<file path="src/rtl/network_source.sv">
// Rebuilds a one-hot-per-input fire vector from a count word followed by N index
// words, then hands it to the network over a valid/ready handshake.
//
// state   | meaning
// IDLE    | waiting for the count word
// COLLECT | accepting index words, remain_q still to come
// PRESENT | fire vector offered to the network, src stalled
module network_source #(
  parameter int NUM_INP   = 8,
  parameter int SRC_WIDTH = $clog2(NUM_INP + 1)
) (
  input  logic                 clk,
  input  logic                 arstn,
  input  logic                 src_valid,
  output logic                 src_ready,
  input  logic [SRC_WIDTH-1:0] src,
  input  logic                 net_ready,
  output logic                 net_valid,
  output logic [NUM_INP-1:0]   net_inp,
  output logic                 err
);

  typedef enum logic [1:0] {
    IDLE    = 2'd0,
    COLLECT = 2'd1,
    PRESENT = 2'd2
  } state_e;

  localparam logic [SRC_WIDTH-1:0] NUM_INP_W = SRC_WIDTH'(NUM_INP);
  localparam logic [SRC_WIDTH-1:0] ONE_W     = SRC_WIDTH'(1);

  state_e               state_q;
  logic [SRC_WIDTH-1:0] remain_q;
  logic [NUM_INP-1:0]   net_inp_q;
  logic                 err_q;
  logic [NUM_INP-1:0]   idx_oh_d;
  logic                 src_xfer;
  logic                 net_xfer;

  assign src_ready = (state_q == IDLE) || (state_q == COLLECT);
  assign net_valid = (state_q == PRESENT);
  assign net_inp   = net_inp_q;
  assign err       = err_q;
  assign src_xfer  = src_valid && src_ready;
  assign net_xfer  = net_valid && net_ready;

  // Out-of-range indices decode to all-zero, so they never set a bit.
  always_comb begin
    idx_oh_d = '0;
    for (int i = 0; i < NUM_INP; i++) begin
      if (src == SRC_WIDTH'(i)) idx_oh_d[i] = 1'b1;
    end
  end

  always_ff @(posedge clk) begin
    if (!arstn) begin
      state_q   <= IDLE;
      remain_q  <= '0;
      net_inp_q <= '0;
      err_q     <= 1'b0;
    end else begin
      case (state_q)
        IDLE: begin
          if (src_xfer) begin
            if (src <= NUM_INP_W) begin
              remain_q  <= src;
              net_inp_q <= '0;
              state_q   <= (src == '0) ? PRESENT : COLLECT;
            end else begin
              err_q <= 1'b1;
            end
          end
        end
        COLLECT: begin
          if (src_xfer) begin
            if (src < NUM_INP_W) net_inp_q <= net_inp_q | idx_oh_d;
            else                 err_q     <= 1'b1;
            // A bad index still consumes one slot of the announced count.
            remain_q <= remain_q - ONE_W;
            if (remain_q == ONE_W) state_q <= PRESENT;
          end
        end
        PRESENT: begin
          if (net_xfer) begin
            state_q   <= IDLE;
            net_inp_q <= '0;
          end
        end
        default: state_q <= IDLE;
      endcase
    end
  end

endmodule
</file>
<file path="config.mk">
export PLATFORM = sky130hd
export DESIGN_NAME = network_source
export DESIGN_NICKNAME = d
export VERILOG_FILES = /design/src/rtl/network_source.sv
export SDC_FILE = /design/constraint.sdc
export NUM_CORES = 1
export LEC_CHECK = 0
export CORE_MARGIN = 2
export CORE_UTILIZATION = 35
export CTS_BUF_LIST = sky130_fd_sc_hd__clkbuf_8
export DETAILED_ROUTE_END_ITERATION = 10
export DONT_BUFFER_PORTS = 1
export PLACE_DENSITY = 0.6
export SLEW_MARGIN = 20
export SYNTH_ARGS = -nofsm -noshare
export SYNTH_HDL_FRONTEND = slang
export SYNTH_SLANG_ARGS = --single-unit
</file>
<file path="constraint.sdc">
create_clock -name clk -period 1.55 [get_ports clk]
set_clock_uncertainty 0.2 [all_clocks]
set_input_delay 0.155 -clock clk [delete_from_list [all_inputs] [get_ports clk]]
set_output_delay 0.155 -clock clk [all_outputs]
set_load 0.01 [all_outputs]
</file>
==> run_summary.xml <==
<?xml version="1.0" encoding="UTF-8"?>
<metrics>
  <group name="cells_and_area">
    <metric name="seq_area" unit="µm²">303</metric>
    <metric name="insertedDiodeCount" unit="">0</metric>
    <metric name="utilization" unit="%">50.0</metric>
    <metric name="fin_nets" unit="">120</metric>
    <metric name="post_route_cells_drive_above_1_share" unit="%">27.5</metric>
    <metric name="finish.cell_count_without_fillers" unit="">137</metric>
    <metric name="most-common-layout-cells" unit="">sky130_fd_sc_hd__dfxtp_1, sky130_fd_sc_hd__nor2_1, sky130_fd_sc_hd__dlygate4sd3_1, sky130_fd_sc_hd__buf_4, sky130_fd_sc_hd__inv_1</metric>
    <metric name="syn_to_final_growth" unit="%">35.2</metric>
    <metric name="layout.cells.most_common" unit="">sky130_fd_sc_hd__dfxtp_1</metric>
    <metric name="fillCellCount" unit="">215</metric>
    <metric name="multi_input_comb_area" unit="µm²">518</metric>
  </group>
  <group name="pwr">
    <metric name="power_frac_clock" unit="%">35.5</metric>
    <metric name="worst_ir_drop_on_vdd" unit="µV">495</metric>
    <metric name="internal-power" unit="µW">674</metric>
    <metric name="total_power" unit="µW">947</metric>
    <metric name="power.sequential.fraction" unit="%">44.6</metric>
    <metric name="p_leak" unit="µW">0.000388</metric>
    <metric name="power_switching_share" unit="%">28.8</metric>
    <metric name="power.net_switching" unit="µW">273</metric>
    <metric name="power.density" unit="nW/µm²">865</metric>
    <metric name="combPwrFrac" unit="%">19.9</metric>
  </group>
  <group name="logic_synthesis">
    <metric name="synth_async_sr_flop_share" unit="%">0</metric>
    <metric name="yosys_warnings" unit="">0</metric>
    <metric name="synth_cell_type_count" unit="">35</metric>
    <metric name="seq_area_frac_synth" unit="%">37.1</metric>
    <metric name="synth.ff_latch_count" unit="">15</metric>
    <metric name="synth.net_count" unit="">102</metric>
    <metric name="synth_ff_type" unit="">sky130_fd_sc_hd__dfxtp_1</metric>
    <metric name="number_of_instances_in_the_synthesized_netlist" unit="">92</metric>
    <metric name="netlist_area" unit="µm²">810</metric>
    <metric name="synth_enable_flop_cells" unit="">0</metric>
    <metric name="post_synth.cell_area_avg" unit="µm²">8.80</metric>
  </group>
  <group name="place">
    <metric name="numPlacedInstances" unit="">125</metric>
    <metric name="gpl.final_weighted_congestion" unit="">0.808</metric>
    <metric name="placement.io_buffers" unit="">0</metric>
    <metric name="place.detailed.hpwl" unit="mm">1.44</metric>
  </group>
  <group name="floorplan">
    <metric name="boundaryPins" unit="">19</metric>
    <metric name="floorplan.initialDensity" unit="%">37.0</metric>
    <metric name="floorplan.core_area" unit="µm²">2190</metric>
    <metric name="die_h" unit="µm">52.1</metric>
    <metric name="placement_row_count" unit="">17</metric>
    <metric name="die_x" unit="µm">52.1</metric>
    <metric name="floorplan.die_area" unit="µm²">2710</metric>
  </group>
  <group name="global_route">
    <metric name="first_global_vias" unit="">730</metric>
    <metric name="gr-total-overflow" unit="">0</metric>
    <metric name="grtUsageTotal" unit="%">18.0</metric>
    <metric name="antenna_found_initial" unit="">0</metric>
    <metric name="wire_length_of_the_first_global_routing_pass" unit="mm">3.53</metric>
    <metric name="grt_max_degree" unit="">12</metric>
  </group>
  <group name="clocking">
    <metric name="post-cts-setup-buffers" unit="">0</metric>
    <metric name="cts_made_buffers" unit="">3</metric>
    <metric name="clock-root-buffer" unit="">sky130_fd_sc_hd__clkbuf_8</metric>
    <metric name="clk_pin_slew" unit="ns">0.07</metric>
    <metric name="ctsHtreeMaxLevel" unit="">1</metric>
    <metric name="clock_tree.buffer_depth" unit="">2</metric>
    <metric name="numClockSinks" unit="">15</metric>
    <metric name="tritoncts_clock_tree" unit="">yes</metric>
    <metric name="clk-insertion-delay-late" unit="ns">0.26</metric>
  </group>
  <group name="setup_path">
    <metric name="cp_cell_sequence" unit="">buf_12 -&gt; or4_4 -&gt; o211ai_1 -&gt; a21oi_1</metric>
    <metric name="worst_path_max_delay_cell" unit="">sky130_fd_sc_hd__or4_4</metric>
    <metric name="worstSetupEndpointType" unit="">flop</metric>
    <metric name="timing.critical_path.fanout_max" unit="">11</metric>
    <metric name="worstSetupStartpointType" unit="">flop</metric>
    <metric name="setup.worst_path.class" unit="">flop to flop</metric>
    <metric name="crit_buf_inv" unit="">1</metric>
    <metric name="crit_path_max_incr_delay" unit="ns">0.52</metric>
    <metric name="crit_required" unit="ns">1.48</metric>
    <metric name="cpLargestDelayFamily" unit="">simple AND/OR/NAND/NOR gates</metric>
    <metric name="cp_data_arrival_time" unit="ns">1.46</metric>
  </group>
  <group name="sta">
    <metric name="final_hold_viol_count" unit="">1</metric>
    <metric name="maxSlewViolCount" unit="">0</metric>
    <metric name="rsz0062_at_grt" unit="">yes</metric>
    <metric name="post-route-min-period" unit="ns">1.53</metric>
    <metric name="timing.hold.ws" unit="ns">-0.000180</metric>
    <metric name="tightestPinTransition" unit="ns">0.453</metric>
    <metric name="report.final.setup_viol" unit="">0</metric>
    <metric name="timing.final.crit_share" unit="%">98.5</metric>
    <metric name="maxSlewHeadroom" unit="%">69.5</metric>
    <metric name="achievable-frequency" unit="MHz">655</metric>
  </group>
  <group name="drt">
    <metric name="drtPass1Iterations" unit="">4</metric>
    <metric name="drt_iter0_drc" unit="">20</metric>
    <metric name="post_route_ant_nets" unit="">0</metric>
    <metric name="post_drt_wl_per_cell" unit="µm">15.9</metric>
    <metric name="routed_via_density" unit="">5.87</metric>
    <metric name="via_count" unit="">804</metric>
    <metric name="drt_wirelength" unit="mm">2.18</metric>
    <metric name="drc" unit="">0</metric>
  </group>
  <group name="job">
    <metric name="timing.max_cap.violations" unit="">0</metric>
  </group>
  <group name="run_status">
    <metric name="violated_checks" unit="">negative hold slack</metric>
    <metric name="status" unit="">finished with violations</metric>
  </group>
  <group name="worst_hold_path">
    <metric name="min_path_type" unit="">primary input to flop</metric>
  </group>
</metrics>
[layer usage]
metal | wire (µm) | GRT usage (%) | vias up
met4 | 17 | 4.39 | 0
met1 | 951 | 24.3 | 379
li1 | - | - | 383
met2 | 964 | 25.5 | 38
met3 | 251 | 8.33 | 4
met5 | 0 | 0 | -
[what timing repair did]
item,CTS,global route
gates resized for setup,4,10
hold buffers,8,0
pin swaps,2,3
endpoints found under the hold margin,15,0
endpoints found under the setup margin,10,13
[worst paths after layout]
path | from | endpoint | slack [ns] | cells after the start
max | state_q[0]$_SDFFE_PN0P_ | state_q[0]$_SDFFE_PN0P_ | 0.02 | 4
min reg2reg | net_inp[3]$_SDFFE_PN0P_ | net_inp[3]$_SDFFE_PN0P_ | 0.35 | 1
min | src[0] | net_inp[3]$_SDFFE_PN0P_ | -0.0002 | 3
max reg2reg | state_q[0]$_SDFFE_PN0P_ | state_q[0]$_SDFFE_PN0P_ | 0.02 | 4
[final cells by class]
cell class	instances	share of cell area [%]
Inverter	8	2.74
Tap cell	28	3.20
Clock buffer	3	3.77
Timing Repair Buffer	17	14.6
Sequential cell	15	27.7
Clock inverter	1	0.686
Multi-Input combinational cell	65	47.3
[through the flow]
step	instance area, µm²	worst slack (ns)	setup TNS, ns
finish	1090	0.0234	0
global route	1090	-0.0269	-0.0987
CTS	1050	0.0101	0
detailed placement	902	-0.0275	-0.118
global placement	902	-0.00570	-0.00570
floorplan	810	0.0383	0
[Yosys cell counts (2+ instances only)]
cell,count,share of area [%]
sky130_fd_sc_hd__dfxtp_1,15,37
sky130_fd_sc_hd__a31oi_1,3,2.3
sky130_fd_sc_hd__nor3_1,3,1.9
sky130_fd_sc_hd__nor2b_1,3,2.3
sky130_fd_sc_hd__nor2_1,11,5.1
sky130_fd_sc_hd__nor4_1,3,2.3
sky130_fd_sc_hd__o211ai_1,2,1.9
sky130_fd_sc_hd__buf_2,3,1.9
sky130_fd_sc_hd__a211oi_1,2,1.9
sky130_fd_sc_hd__nand2_1,5,2.3
sky130_fd_sc_hd__ha_1,2,3.1
sky130_fd_sc_hd__o21a_1,2,1.9
sky130_fd_sc_hd__a21oi_1,5,3.1
sky130_fd_sc_hd__or3_1,2,1.5
sky130_fd_sc_hd__a41oi_1,5,5.4
sky130_fd_sc_hd__inv_1,7,3.2
[cells by family (layout without fill, tap and decap cells)]
group / after synthesis / count (layout) / share of synthesized area, %
simple gates: 34 / 34 / 23.5
compound gates: 29 / 29 / 29.8
flops: 15 / 15 / 37.1
buf+inv: 12 / 29 / 6.49
fa+ha+maj: 2 / 2 / 3.09
[worst min-delay path: stages]
cell and delay, ns:
sky130_fd_sc_hd__nand2_1 0.06, sky130_fd_sc_hd__nor4_1 0.05, sky130_fd_sc_hd__o21a_1 0.15
[flip-flops by register name (all words and copies together) (netlist names)]
register	flops
state_q	2
remain_q	4
net_inp	8
err	1
[power groups by stage]
| stage | Combinational, µW | Clock (µW) | Sequential (µW) |
|---|---|---|---|
| after floorplan | 110 | 0 | 423 |
| after global placement | 141 | 0 | 427 |
| after detailed placement | 143 | 0 | 427 |
| after CTS | 175 | 344 | 419 |
| after global routing | 206 | 362 | 425 |
| final | 189 | 336 | 422 |
(Power assumes the default switching activity.)
